## config.mk

```make
export PLATFORM = sky130hd
export DESIGN_NAME = scan_mux
export DESIGN_NICKNAME = d
export VERILOG_FILES = /design/src/rtl/scan_mux.sv
export SDC_FILE = /design/constraint.sdc
export NUM_CORES = 1
export LEC_CHECK = 0
export ABC_AREA = 1
export CAP_MARGIN = 0
export CORE_MARGIN = 4
export CORE_UTILIZATION = 46
export CTS_BUF_LIST = sky130_fd_sc_hd__clkbuf_8
export DETAILED_ROUTE_END_ITERATION = 10
export PLACE_DENSITY_LB_ADDON = 0.25
export SLEW_MARGIN = 15
export SYNTH_ARGS = -nofsm -noshare
export SYNTH_HDL_FRONTEND = slang
export SYNTH_SLANG_ARGS = --single-unit
```

## constraint.sdc

```tcl
create_clock -name clk -period 2.4 [get_ports clk]
set_clock_uncertainty 0.05 [all_clocks]
set_input_delay 0.6 -clock clk [delete_from_list [all_inputs] [get_ports clk]]
set_output_delay 0.6 -clock clk [all_outputs]
set_load 0.01 [all_outputs]
```

## src/rtl/scan_mux.sv

```systemverilog
// -----------------------------------------------------------------------------
// scan_mux
//
// Parametrised, registered N-channel multiplexer with an auto-scan mode.
// In manual mode the channel is chosen by `sel`. In scan mode an internal
// dwell counter holds each channel for DWELL enabled cycles and then steps
// to the next one, wrapping from CH-1 back to 0. The output is one cycle
// behind the inputs. No combinational path exists from inputs to outputs.
//
// Parameters
//   CH     number of input channels (2..64, need not be a power of 2)
//   DW     data width of one channel
//   SEL_W  width of the channel-index fields
//   DWELL  enabled cycles spent on each channel while scanning (>= 1)
//
// Ports
//   clk      in   system clock, rising edge
//   rst_n    in   asynchronous active-low reset
//   en       in   clock enable; when low all state holds and f_valid drops
//   mode     in   0 = manual select, 1 = auto-scan
//   sel      in   manual channel index (ignored while mode = 1)
//   w        in   packed channel data, channel k at w[k*DW +: DW]
//   f        out  registered data of the selected channel
//   cur_sel  out  index of the channel currently presented on f
//   f_valid  out  f holds freshly sampled data from a legal channel
//   wrap     out  one-cycle pulse when a scan step goes from CH-1 to 0
// -----------------------------------------------------------------------------
module scan_mux #(
    parameter int CH    = 16,
    parameter int DW    = 1,
    parameter int SEL_W = $clog2(CH),
    parameter int DWELL = 4
) (
    input  logic                 clk,
    input  logic                 rst_n,
    input  logic                 en,
    input  logic                 mode,
    input  logic [SEL_W-1:0]     sel,
    input  logic [CH*DW-1:0]     w,
    output logic [DW-1:0]        f,
    output logic [SEL_W-1:0]     cur_sel,
    output logic                 f_valid,
    output logic                 wrap
);

    // Dwell counter only has to reach DWELL-1; keep at least one bit.
    localparam int                DC_W      = (DWELL > 1) ? $clog2(DWELL) : 1;
    localparam logic [DC_W-1:0]   LAST_DCNT = DC_W'(DWELL - 1);
    localparam logic [SEL_W-1:0]  LAST_SEL  = SEL_W'(CH - 1);
    // One extra bit so CH itself is representable even when CH = 2**SEL_W.
    localparam logic [SEL_W:0]    CH_L      = (SEL_W + 1)'(CH);

    typedef enum logic [1:0] {
        ST_IDLE   = 2'd0,
        ST_MANUAL = 2'd1,
        ST_SCAN   = 2'd2
    } state_t;

    state_t             state_r;
    logic [DC_W-1:0]    dcnt_r;
    logic [SEL_W-1:0]   cur_sel_r;
    logic [DW-1:0]      f_r;
    logic               f_valid_r;
    logic               wrap_r;

    logic [DC_W-1:0]    dwell_s;
    logic [SEL_W-1:0]   scan_base_s;
    logic [SEL_W-1:0]   nsel_s;
    logic [DC_W-1:0]    ndcnt_s;
    logic               nsel_legal_s;
    logic               step_wrap_s;
    logic [DW-1:0]      ndata_s;

    // True when idx names an existing channel (only matters for non-power-of-2 CH).
    function automatic logic legal_sel(input logic [SEL_W-1:0] idx);
        return ({1'b0, idx} < CH_L);
    endfunction

    // Returns channel idx from the packed bus; zero for an index with no channel.
    function automatic logic [DW-1:0] pick_channel(
        input logic [CH*DW-1:0] data,
        input logic [SEL_W-1:0] idx
    );
        logic [DW-1:0] res;
        res = '0;
        for (int k = 0; k < CH; k++) begin
            res = ({1'b0, idx} == (SEL_W + 1)'(k)) ? data[k*DW +: DW] : res;
        end
        return res;
    endfunction

    // Next-select, next dwell count and wrap decision for the coming enabled edge.
    always_comb begin
        // The dwell count is only meaningful while already scanning; entering
        // scan from IDLE or MANUAL always starts a fresh dwell at count 0.
        dwell_s      = (state_r == ST_SCAN) ? dcnt_r : '0;
        // A manual out-of-range index left in cur_sel must not leak into scan.
        scan_base_s  = legal_sel(cur_sel_r) ? cur_sel_r : '0;
        nsel_s       = sel;
        ndcnt_s      = '0;
        step_wrap_s  = 1'b0;
        if (mode) begin
            if (dwell_s != LAST_DCNT) begin
                nsel_s  = scan_base_s;
                ndcnt_s = dwell_s + DC_W'(1);
            end else begin
                nsel_s      = (scan_base_s == LAST_SEL) ? '0 : scan_base_s + SEL_W'(1);
                ndcnt_s     = '0;
                step_wrap_s = (scan_base_s == LAST_SEL);
            end
        end else begin
            nsel_s  = sel;
            ndcnt_s = '0;
        end
        nsel_legal_s = legal_sel(nsel_s);
        ndata_s      = nsel_legal_s ? pick_channel(w, nsel_s) : '0;
    end

    // Mode FSM with registered data, index, valid and wrap outputs.
    always_ff @(posedge clk or negedge rst_n) begin
        if (!rst_n) begin
            state_r   <= ST_IDLE;
            dcnt_r    <= '0;
            cur_sel_r <= '0;
            f_r       <= '0;
            f_valid_r <= 1'b0;
            wrap_r    <= 1'b0;
        end else if (en) begin
            case (state_r)
                ST_IDLE, ST_MANUAL, ST_SCAN: state_r <= mode ? ST_SCAN : ST_MANUAL;
                default:                     state_r <= ST_IDLE;
            endcase
            dcnt_r    <= ndcnt_s;
            cur_sel_r <= nsel_s;
            f_r       <= ndata_s;
            f_valid_r <= nsel_legal_s;
            wrap_r    <= step_wrap_s;
        end else begin
            // Disabled edge: everything holds except the freshness flags.
            f_valid_r <= 1'b0;
            wrap_r    <= 1'b0;
        end
    end

    assign f       = f_r;
    assign cur_sel = cur_sel_r;
    assign f_valid = f_valid_r;
    assign wrap    = wrap_r;

endmodule

```

==> flow_metrics.env <==
export IMPL_finalInstanceArea_mm2=0.00125
export IMPL_switching_power_mw=0.197
export IMPL_syn_to_final_growth_pct=41.4
export IMPL_timing_max_transition_violations_final=0
export IMPL_fp_dieArea_mm2=0.00268
export IMPL_placement_cell_area_mm2=0.00119
export IMPL_unrepaired_setup_endpoints_after_global_routing="no"
export IMPL_cts_root_buffer="clkbuf_8"
export IMPL_cts_reportedPaths_clkPinSlew_ns=0.05
export IMPL_postRouteAntennaNets=0
export IMPL_synth_warnings=0
export IMPL_dr_total_vias=939
export IMPL_path_class="in -> reg"
export IMPL_viasPerCell=5.05
export IMPL_post_route_drc_count=0
export IMPL_hpwlAfterDp_um=1710
export IMPL_hold_viol=0
export IMPL_power_leakage_nw=0.588
export IMPL_synthesis_area_um2=882
export IMPL_layout_commonest_cell="nand2_1"
export IMPL_sw_frac_of_total_pct=32.1
export IMPL_final_fill_count=164
export IMPL_cellInternalPower_mw=0.416
export IMPL_antenna_found_initial=0
export IMPL_comb_power_share_pct=33.1
export IMPL_globalRouteOverflowTotal=0
export IMPL_hold_class="reg -> reg"
export IMPL_initial_utilization_pct=50.0
export IMPL_place_gp_congestion=0.915
export IMPL_max_freq_mhz=452
export IMPL_tritoncts="yes"
export IMPL_io_pins=31
export IMPL_globalRouteTotalUtil_pct=17.8
export IMPL_clkSinkCount=11
export IMPL_finalWirelength_um=2210
export IMPL_pwr_share_seq_pct=36.7
export IMPL_worst_skew_pair_late_latency_ns=0.24
export IMPL_nature_of_the_critical_path_startpoint="input pin"
export IMPL_chipHeight_um=51.8
export IMPL_n_antenna_cell=0
export IMPL_tightest_slew_ns=0.481
export IMPL_cts_buffer_count=3
export IMPL_detail_route_first_pass_iterations=4
export IMPL_pwr_density_cell_mw_per_mm2=491
export IMPL_postSynthRegisterBits=11
export IMPL_post_route_min_period_ns=2.21
export IMPL_worst_hold_slack_ns=0.455
export IMPL_power_ir_vdd_worst_uv=464
export IMPL_finalSetupViolCount=0
export IMPL_critical_path_rt_ns=2.49
export IMPL_hold_buffers=0
export IMPL_routed_wire_length_per_instance_um=11.9
export IMPL_most_frequent_cells_in_the_layout="nand2_1 (44), clkdlybuf4s50_1 (30), inv_1 (14)"
export IMPL_drive_gt1_share_pct=13.7
export IMPL_buffer_ports_inserted=30
export IMPL_timing_max_slew_rel_slack_pct=67.9
export IMPL_via_count_of_the_first_global_routing_pass=862
export IMPL_grt_start_max_net_pins=16
export IMPL_worst_path_max_fanout=9
export IMPL_cts_htree_levels=1
export IMPL_floorplan_rows=15
export IMPL_yosysUniqueCellTypes=24
export IMPL_synthesis_instances=129
export IMPL_clock_tree_buffer_depth=2
export IMPL_final_core_util_pct=70.7
export IMPL_drt_iter0_drc=16
export IMPL_wire_length_of_the_first_global_routing_pass_um=3520
export IMPL_worstPathArrival_ns=2.30
export IMPL_synth_sequential_area_ratio_pct=31.2
export IMPL_status="finished, final reports clean"
export IMPL_synth_net_count=155
export IMPL_die_width_um=51.8
export IMPL_max_cap_viol_count=0
export IMPL_critical_path_endpoint_type="register"
export IMPL_portion_of_total_power_attributed_to_the_clock_network_pct=30.2
export IMPL_syn_area_per_cell_um2=6.84
export IMPL_layout_nets=188
export IMPL_core_area_mm2=0.00176
export IMPL_min_period_over_period_pct=92.1
## synthesized netlist by cell type
library cell  instances  area [um2]
buf_6                 2        22.5
nand3_1              10        50.1
o2111ai_1             1        8.76
clkbuf_1              1        3.75
ha_1                  2        25.0
o22ai_1               1        6.26
nand2_1              44         165
a21oi_2               2        17.5
nand2_4               2        22.5
nand4_1               5        31.3
dfrtp_1              11         275
inv_1                13        48.8
o21ai_4               1        16.3
inv_2                 2        7.51
o21ai_2               1        8.76
or2_1                 3        18.8
nor3_1                4        20.0
o21ai_1               1        5.00
o21ai_0               6        30.0
o21bai_4              1        18.8
nand2_2               6        37.5
and2_1                1        6.26
nor2_1                8        30.0
inv_4                 1        6.26
## path summary, 6_finish.rpt
kind	start	cells past startpoint	slack, ns	end
worst max register to register	state_r[0]	13	0.23	f
worst max-delay path	mode	14	0.19	f
worst min-delay path	f	2	0.45	f
max in group asynchronous	rst_n	1	1.33	state_r[0]
worst min register to register	f	2	0.45	f
min in group asynchronous	rst_n	1	0.64	dcnt_r[0]
## what timing repair did
action	CTS	global route
setup buffers	0	1
gates resized for setup	0	2
endpoints found under the setup margin	0	1
## power by group through the flow
stage                     combinational [mW]  clock, mW  sequential (mW)
after floorplan                        0.108          0            0.229
after global placement                 0.195          0            0.227
after detailed placement               0.201          0            0.226
after CTS                              0.202      0.186            0.224
after global routing                   0.226      0.200            0.228
final                                  0.203      0.185            0.225
## routing by layer
metal	GRT usage [%]	share of wire, %	vias up	wire [um]
li1	-	-	481	-
met1	20.8	42	425	923
met2	30.9	52	29	1140
met3	5.16	5.1	4	112
met4	6.11	1.5	0	33
met5	0	0	-	0
## critical path, cell delays in order
cell and delay, ns:
clkdlybuf4s50_1 0.66, inv_4 0.11, a21oi_2 0.13, nand2_2 0.11, nand2_4 0.12, inv_2 0.04, o21ai_1 0.06, nand2_1 0.07
nand2_2 0.06, nand2_1 0.05, nand4_1 0.08, nand4_1 0.08, nand2_1 0.06, nand2_1 0.04
## per-stage QoR
| stage | setup TNS (ns) | std cells | setup slack (ns) | power (mW) |
|---|---|---|---|---|
| final | 0 | 186 | 0.190 | 0.613 |
| after global routing | 0 | 186 | 0.0279 | 0.654 |
| after CTS | 0 | 185 | 0.0895 | 0.612 |
| after detailed placement | -0.0550 | 181 | -0.0550 | 0.427 |
| after global placement | 0 | 181 | 0.0525 | 0.422 |
| after floorplan | 0 | 129 | 0.463 | 0.337 |
## cells by family after synthesis
| group | synth area share, % |
|---|---|
| buf+inv | 10.1 |
| simple gates | 43.3 |
| compound gates | 12.6 |
| flops | 31.2 |
| fa+ha+maj | 2.84 |
## area by class of cell
| type | instances | area, um2 | share of cell area, % |
|---|---|---|---|
| clock buffer | 3 | 41.3 | 3.31 |
| clock inverter | 1 | 3.75 | 0.301 |
| inverter | 16 | 62.6 | 5.02 |
| multi-input combinational | 99 | 526 | 42.1 |
| sequential | 11 | 275 | 22.1 |
| tap | 25 | 31.3 | 2.51 |
| timing repair buffer | 31 | 308 | 24.7 |
## state kept, by name, summed over array words and instances, names as in the netlist
name,cells
f,1
cur_sel,4
state_r,2
f_valid,1
wrap,1
dcnt_r,2
No activity file was read; power rests on OpenSTA's default activity.
